## src/rtl/pipe_stage_skid_pkg.sv

```systemverilog
// ---------------------------------------------------------------------------
// pipe_stage_skid_pkg
// Shared pipeline definitions for the inter-stage skid register.
//   occ_e          : occupancy encodings of a 2-entry stage (0, 1 or 2 beats)
//   FLD_*          : bit offsets/widths of the fields packed into the 64-bit
//                    stage payload (control, operand tags, PC, immediate,
//                    instruction)
//   pack_payload() : assembles the fields into one payload word
// ---------------------------------------------------------------------------
package pipe_stage_skid_pkg;

    typedef enum logic [1:0] {
        OCC_EMPTY = 2'd0,
        OCC_ONE   = 2'd1,
        OCC_FULL  = 2'd2
    } occ_e;

    localparam int PAYLOAD_W    = 64;

    localparam int FLD_INSN_LSB = 0;
    localparam int FLD_INSN_W   = 16;
    localparam int FLD_IMM_LSB  = 16;
    localparam int FLD_IMM_W    = 12;
    localparam int FLD_PC_LSB   = 28;
    localparam int FLD_PC_W     = 16;
    localparam int FLD_OPS_LSB  = 44;
    localparam int FLD_OPS_W    = 16;
    localparam int FLD_CTRL_LSB = 60;
    localparam int FLD_CTRL_W   = 4;

    function automatic logic [PAYLOAD_W-1:0] pack_payload(
        input logic [FLD_CTRL_W-1:0] ctrl,
        input logic [FLD_OPS_W-1:0]  ops,
        input logic [FLD_PC_W-1:0]   pc,
        input logic [FLD_IMM_W-1:0]  imm,
        input logic [FLD_INSN_W-1:0] insn
    );
        logic [PAYLOAD_W-1:0] w;
        w = '0;
        w[FLD_CTRL_LSB +: FLD_CTRL_W] = ctrl;
        w[FLD_OPS_LSB  +: FLD_OPS_W]  = ops;
        w[FLD_PC_LSB   +: FLD_PC_W]   = pc;
        w[FLD_IMM_LSB  +: FLD_IMM_W]  = imm;
        w[FLD_INSN_LSB +: FLD_INSN_W] = insn;
        return w;
    endfunction

endpackage

```

## src/rtl/pipe_stage_skid_sat_counter.sv

```systemverilog
// ---------------------------------------------------------------------------
// sat_counter
// Up-counter that stops at all-ones instead of wrapping.
//   clk    : clock, rising edge
//   rst    : asynchronous, active-low reset (count -> 0)
//   i_clr  : synchronous clear, wins over i_inc
//   i_inc  : add one this cycle unless already saturated
//   o_cnt  : current count
// ---------------------------------------------------------------------------
module sat_counter #(
    parameter int CNT_W = 16
) (
    input  logic             clk,
    input  logic             rst,
    input  logic             i_clr,
    input  logic             i_inc,
    output logic [CNT_W-1:0] o_cnt
);

    logic [CNT_W-1:0] r_cnt;

    // NOTE: sequential state is written with <= only, so every flop samples
    // pre-edge values regardless of statement order.
    always_ff @(posedge clk or negedge rst) begin
        if (!rst) begin
            r_cnt <= '0;
        end else if (i_clr) begin
            r_cnt <= '0;
        end else if (i_inc && (r_cnt != {CNT_W{1'b1}})) begin
            r_cnt <= r_cnt + 1'b1;
        end
    end

    assign o_cnt = r_cnt;

endmodule

```

## src/rtl/pipe_stage_skid.sv

```systemverilog
// ---------------------------------------------------------------------------
// pipe_stage_skid
// Inter-stage pipeline register with valid/ready handshake and a 2-entry
// skid buffer (main + skid register). o_in_ready comes from a flop, so the
// downstream ready never ripples combinationally into the upstream stage.
//   clk, rst      : clock (rising) / async active-low reset
//   i_flush       : synchronous flush, drops every held beat and the beat
//                   presented in the same cycle; captures i_in_keep
//   i_in_valid / o_in_ready / i_in_data / i_in_keep   : upstream side
//   o_out_valid / i_out_ready / o_out_data / o_out_keep : downstream side
//   o_occupancy   : beats held (0, 1, 2)
//   o_stall_cnt   : saturating count of cycles with out_valid & ~out_ready
// ---------------------------------------------------------------------------
module pipe_stage_skid #(
    parameter int DATA_W        = 64,
    parameter int KEEP_W        = 1,
    parameter int CNT_W         = 16,
    parameter bit ZERO_ON_FLUSH = 1'b1
) (
    input  logic              clk,
    input  logic              rst,
    input  logic              i_flush,
    input  logic              i_in_valid,
    output logic              o_in_ready,
    input  logic [DATA_W-1:0] i_in_data,
    input  logic [KEEP_W-1:0] i_in_keep,
    output logic              o_out_valid,
    input  logic              i_out_ready,
    output logic [DATA_W-1:0] o_out_data,
    output logic [KEEP_W-1:0] o_out_keep,
    output logic [1:0]        o_occupancy,
    output logic [CNT_W-1:0]  o_stall_cnt
);

    import pipe_stage_skid_pkg::*;

    occ_e              r_occ;
    logic              r_in_ready;
    logic              r_out_valid;
    logic [DATA_W-1:0] r_main_data;
    logic [KEEP_W-1:0] r_main_keep;
    logic [DATA_W-1:0] r_skid_data;
    logic [KEEP_W-1:0] r_skid_keep;

    logic w_accept;
    logic w_retire;
    logic w_stall;

    assign w_accept = i_in_valid  & r_in_ready;
    assign w_retire = r_out_valid & i_out_ready;
    assign w_stall  = r_out_valid & ~i_out_ready;

    // in_ready and out_valid are registered alongside the occupancy so each
    // branch sets them from the occupancy it moves to.
    // NOTE: both payload registers are plain flops with async reset; nothing
    // here maps to a RAM, so clearing them on reset costs nothing special.
    always_ff @(posedge clk or negedge rst) begin
        if (!rst) begin
            r_occ       <= OCC_EMPTY;
            r_in_ready  <= 1'b1;
            r_out_valid <= 1'b0;
            r_main_data <= '0;
            r_main_keep <= '0;
            r_skid_data <= '0;
            r_skid_keep <= '0;
        end else if (i_flush) begin
            // A retire in this cycle has already been taken downstream; the
            // incoming beat is dropped even though in_ready may be high.
            r_occ       <= OCC_EMPTY;
            r_in_ready  <= 1'b1;
            r_out_valid <= 1'b0;
            if (ZERO_ON_FLUSH) begin
                r_main_data <= '0;
            end
            r_main_keep <= i_in_keep;
            r_skid_data <= '0;
            r_skid_keep <= '0;
        end else begin
            unique case (r_occ)
                OCC_EMPTY: begin
                    if (w_accept) begin
                        r_main_data <= i_in_data;
                        r_main_keep <= i_in_keep;
                        r_occ       <= OCC_ONE;
                        r_out_valid <= 1'b1;
                        r_in_ready  <= 1'b1;
                    end
                end
                OCC_ONE: begin
                    if (w_accept && w_retire) begin
                        r_main_data <= i_in_data;
                        r_main_keep <= i_in_keep;
                    end else if (w_accept) begin
                        // Head is stalled: park the new beat behind it.
                        r_skid_data <= i_in_data;
                        r_skid_keep <= i_in_keep;
                        r_occ       <= OCC_FULL;
                        r_in_ready  <= 1'b0;
                    end else if (w_retire) begin
                        r_occ       <= OCC_EMPTY;
                        r_out_valid <= 1'b0;
                    end
                end
                OCC_FULL: begin
                    if (w_retire) begin
                        r_main_data <= r_skid_data;
                        r_main_keep <= r_skid_keep;
                        r_occ       <= OCC_ONE;
                        r_in_ready  <= 1'b1;
                    end
                end
                default: begin
                    r_occ       <= OCC_EMPTY;
                    r_in_ready  <= 1'b1;
                    r_out_valid <= 1'b0;
                end
            endcase
        end
    end

    sat_counter #(
        .CNT_W (CNT_W)
    ) u_stall_cnt (
        .clk   (clk),
        .rst   (rst),
        .i_clr (1'b0),
        .i_inc (w_stall),
        .o_cnt (o_stall_cnt)
    );

    assign o_in_ready  = r_in_ready;
    assign o_out_valid = r_out_valid;
    assign o_out_data  = r_main_data;
    assign o_out_keep  = r_main_keep;
    assign o_occupancy = r_occ;

endmodule

```

## config.mk

```make
export PLATFORM = sky130hd
export DESIGN_NAME = pipe_stage_skid
export DESIGN_NICKNAME = d
export VERILOG_FILES = /design/src/rtl/pipe_stage_skid_pkg.sv /design/src/rtl/pipe_stage_skid_sat_counter.sv /design/src/rtl/pipe_stage_skid.sv
export SDC_FILE = /design/constraint.sdc
export NUM_CORES = 1
export LEC_CHECK = 0
export BUFFER_PORTS_ARGS = -buffer_cell sky130_fd_sc_hd__buf_2
export CAP_MARGIN = 10
export CORE_ASPECT_RATIO = 0.8
export CORE_MARGIN = 2
export CORE_UTILIZATION = 49
export CTS_CLUSTER_DIAMETER = 150
export DETAILED_ROUTE_END_ITERATION = 6
export PLACE_DENSITY = 0.76
export REMOVE_ABC_BUFFERS = 1
export SETUP_SLACK_MARGIN = 0.5
export SLEW_MARGIN = 20
export SYNTH_ARGS = -nofsm -noshare
export SYNTH_HDL_FRONTEND = slang
export SYNTH_SLANG_ARGS = --single-unit
```

## constraint.sdc

```tcl
create_clock -name clk -period 1.45 [get_ports clk]
set_input_delay 0.0725 -clock clk [delete_from_list [all_inputs] [get_ports clk]]
set_output_delay 0.0725 -clock clk [all_outputs]
set_load 0.005 [all_outputs]
```

---- Yosys cells after proc, flatten, opt, wreduce, memory -nomap -nowiden ----
Cells that the tools add are included.
cells by class
  $add $sub $neg .......................... 1
  eq/ne operators ......................... 13
  muxes and demuxes ....................... 34
  bitwise gates (word level) .............. 4
  reductions and logical operators ........ 11
operator list
  operator                                                         count
  64-bit 2-to-1 mux                                                7
  64-bit one-hot mux with 3 select lines                           1
  3-bit inequality test, second input constant                     7
  16-bit by 1-bit adder with 16-bit output, second input constant  1
  1-bit 2-to-1 mux                                                 16
  16-bit inequality test, second input constant                    1
  2-bit 2-to-1 mux                                                 6
  4-bit AND reduction                                              3
  1-bit one-hot mux with 3 select lines                            3
  2-bit one-hot mux with 3 select lines                            1
  5-bit AND reduction                                              1
  2-bit inequality test, second input constant                     2
  4-bit inequality test, second input constant                     1
  2-bit nonzero test                                               2
  4-bit nonzero test                                               1
  1-bit AND                                                        3
  3-bit AND reduction                                              1
  2-bit by 1-bit == test with 1-bit output, second input constant  1
  2-bit == test, second input constant                             1
  1-bit logical AND                                                2
  2-bit zero test                                                  1
  1-bit NOT                                                        1
storage, ports and cells
  bits in registers ....................... 150
  input port bits ......................... 70
  output and inout bits ................... 85
  word-level logic and storage cells ...... 71

---- Depth between registers and ports, before layout ----
  depth in word-level cells ............... 6
  mapped depth ............................ 7

---- Cells and area by module ----
Synthesis repeated with hierarchy kept, for this count alone.
second synthesis, totals
  cell total of the unflattened synthesis .. 762
  area, all modules ....................... 7254.5 µm²
by module, submodules not included
  module           times used  cells each  area an instance (µm²)
  pipe_stage_skid  1           668         6323.6
  sat_counter      1           94          930.9

---- Least setup slack after synthesis ----
No wires, ideal clock.
  path type ............................... register -> register
  start ................................... register u_stall_cnt.r_cnt[0] (netlist: u_stall_cnt.o_cnt[0])
  end ..................................... register u_stall_cnt.r_cnt[9] (netlist: u_stall_cnt.o_cnt[9])
  setup time .............................. 0.079 ns
  arrival time ............................ 1.547 ns
  required time ........................... 1.371 ns
  slack ................................... -0.176 ns
  stages on the path, launching flop included .. 7
  clock period less this slack ............ 1.626 ns
  path through ............................ dfrtp_1 > ha_1 > nand4_1 > nor3_1 > buf_2 > a2111oi_4 > xor2_1
on the way
  longest elaborated chain between the ends .. 2
  elaborated cells on any way between the ends .. 3
  those cells by class .................... 1 x add/sub; 1 x eq/ne; 1 x reduce/logical
RTL lines
  item                                                                              RTL line                           text
  start: declaration                                                                pipe_stage_skid_sat_counter.sv:20  logic [CNT_W-1:0] r_cnt;
  start signal: assignment                                                          pipe_stage_skid_sat_counter.sv:30  r_cnt <= r_cnt + 1'b1;
  branches (longest 2 deep; another with 16-bit by 1-bit adder with 16-bit output)  -
Parallel ways; which one is timed is not known.
A chain may end at the register's enable or synchronous reset.

---- Worst setup path in the final report ----
  start ................................... register u_stall_cnt.r_cnt[1] (netlist: u_stall_cnt.o_cnt[1])
  end ..................................... register u_stall_cnt.r_cnt[14] (netlist: u_stall_cnt.o_cnt[14])
Same word-level chain as after synthesis.

==> impl_metrics.toml <==
[outcome]
outcome = "complete, but fails checks"
violations = "setup timing"

[power]
p_leak_nw = 5.023
p_per_area_nw_per_um2 = 1208
fin_total_pwr_mw = 13.22
ir_drop_mv = 0.9807

[worst_setup_path]
r2r_end = "u_stall_cnt.o_cnt[14]$_DFFE_PN0P_"
reg2reg_depth = 7
arrival_ps = 2060
critical_path_class = "reg2reg"
reg2reg_slack_ps = -280
path_max_fanout = 3
cp-start-kind = "flop"
required_ps = 1780
endpoint = "u_stall_cnt.o_cnt[14]$_DFFE_PN0P_"
r2r_start = "u_stall_cnt.o_cnt[1]$_DFFE_PN0P_"
crit_path_end_kind = "flop"
critPathLaunch = "u_stall_cnt.o_cnt[1]$_DFFE_PN0P_"

[grt]
grt_usage_pct = 27.53
grt_pass1_wl_um = 32660
antenna_found_initial = 0
gr-total-overflow = 0
grt_pass1_vias = 6364
grt_max_degree = 102

[clock_network]
cts.sinks = 150
cts_buffers = 17
clk_latency_ps = 440
clk_pin_slew_worst_paths_ps = 60
htreeDepth = 4
cts_root_buf = "clkbuf_16"
clockBufferDepth = 2
tritoncts = "done"

[finish]
multi_input_area_um2 = 3396
fin_nets = 1050
regArea_um2 = 3760
area_delta_synth_final_pct = 56.63
layout-drive-gt1-share_pct = 43.69
nFillCells = 793
fin_area_um2 = 10940
antenna_cells = 0
final_cells = 1171
fin_util_pct = 79.61

[place]
portBuffers = 154
place_inst = 1002
pre_cts_slack_ps = -170.9
gp_congestion = 0.8770
dpl.hpwl_um = 11610
dpl_cell_area_um2 = 8190

[timing]
hold_slack_ps = 52.39
tightest_slew_ps = 614.5
post-route-worst-setup-slack_ps = -278.4
drv_slew = 0
fin_crit_sh_pct = 119.2
finalSetupTns_ps = -15760
final.min_clock_period_ps = 1728
hold_viol_final = 0
rsz0062_at_grt = "yes"
fmax_mhz = 578.6
slew-limit-headroom_pct = 59.03
skew_ps = 11.55
setup_viol = 144

[yosys]
synth.distinct_cells = 44
synth.yosys.seq_area_share_pct = 53.76
async_flop_share_pct = 100.0
ys_seq_elements = 150
yosys_warnings = 0
synth_cells = 675
yosys_most_used_dff = "dfrtp_1"
syn_area_um2 = 6984
syn_area_per_cell_um2 = 10.35
synth_edf_count = 0

[die]
fp.dieW_um = 137.5
row_count = 38
pin_count = 155
core_um2 = 13740
start_util_pct = 50.83
fp.dieArea_um2 = 15230
die_h_um = 110.8

[route]
num_vias = 6652
drtPass1Iterations = 5
ant_nets = 0
drtIter0Drc = 357
drc = 0
wirelength_um = 24120
avgViaCountPerCell = 5.681
wl_per_cell_um = 20.60

[run]
cap_violations = 0

[min_path]
min_path_type = "in2reg"
cell usage after synthesis (2+ instances only):
cell type  number  area, µm²
nor2_1          3      11.26
clkbuf_1       17      63.81
xnor2_1         2      17.52
nor3_1          7      35.03
buf_2          26      130.1
a21oi_1        74      370.4
o31ai_1        30      225.2
mux2_2          2      22.52
buf_6           6      67.56
mux2i_1        65      650.6
nor4_1          2      12.51
inv_1           3      11.26
nand2_1       205      769.5
dfrtp_1       149       3729
and2_1          2      12.51
o21ai_0         2      10.01
xor2_1         12      105.1
nand3_1         3      15.01
buf_4           3      22.52
nand4_1         5      31.28
o31ai_2        34      425.4
worst min path at each step:
stage | start | to | slack (ps) | cells past startpoint
finish | i_out_ready | o_out_valid$_DFFE_PN0P_ | 50 | 4
global route | i_in_valid | o_in_ready$_DFFE_PN1P_ | 60 | 4
CTS | i_out_ready | o_out_valid$_DFFE_PN0P_ | 20 | 4
detailed placement | rst | u_stall_cnt.o_cnt[12]$_DFFE_PN0P_ | 20 | 1
global placement | rst | u_stall_cnt.o_cnt[15]$_DFFE_PN0P_ | 20 | 1
floorplan | rst | o_occupancy[0]$_DFFE_PN0P_ | -220 | 0
registers in the layout, indices dropped and copies added, names as in the netlist:
signal             cells
o_out_keep             1
o_out_data            64
o_out_valid            1
r_skid_data           64
r_skid_keep            1
o_occupancy            2
o_in_ready             1
u_stall_cnt.o_cnt     16
per-layer routing:
metal  routed length, µm  track usage, %  vias up
met3                1858           7.225       83
met2               11810           45.31      307
li1                    -               -     2950
met5                   0               0        -
met1                9572           35.45     3312
met4                 886           8.522        0
cell usage in the layout, fill, tap and decap left out, types with 5 or more instances in the layout:
cell type / netlist / routed
nand2_1: 205 / 182
dfrtp_1: 149 / 145
buf_2: 26 / 141
dlygate4sd3_1: 0 / 67
buf_4: 3 / 66
mux2i_1: 65 / 61
o31ai_2: 34 / 50
a21oi_1: 74 / 48
buf_6: 6 / 34
a21oi_2: 0 / 25
clkbuf_16: 0 / 23
o31ai_1: 30 / 13
xor2_1: 12 / 12
buf_12: 0 / 12
nand2_2: 0 / 11
nand2_4: 0 / 10
buf_16: 0 / 9
nand4_1: 5 / 5
power breakdown:
group	switching, mW	total [mW]	leakage [nW]	internal, mW
Sequential	0.305	4.94	2.00	4.63
Clock	1.75	4.76	0.303	3.00
Combinational	1.75	3.53	2.72	1.78
logic make-up (layout without fill, tap and decap cells):
family	count (synthesis)	in the layout	synth area share, %
compound gates	149	149	16.11
xor+xnor	14	14	1.756
fa+ha+maj	1	1	0.1791
buf+inv	55	371	4.228
flops	150	150	53.76
mux	67	67	9.638
simple gates	239	239	14.33
what timing repair did:
action / 4_1_cts / 5_1_grt
hold buffers: 67 / 0
buffers inserted: 10 / 46
gates resized for setup: 52 / 115
hold endpoints to repair: 231 / 0
endpoints found under the setup margin: 235 / 235
cloned: 6 / 9
pin swaps: 12 / 31
critical path, cell delays in order, from the launching register on:
cell and delay (ps):
dfrtp_1 360, ha_2 180, buf_4 100, buf_6 80, buf_6 90, nand4_1 180, nor4_2 370, xor2_1 260
cell type report:
cell class	count	area share (%)
sequential	150	34.37
multi-input combinational	470	31.04
timing repair buffer	337	26.72
clock buffer	23	4.369
tap	180	2.059
clock inverter	8	1.338
inverter	3	0.1029
Power figures use the tool's default switching activity.
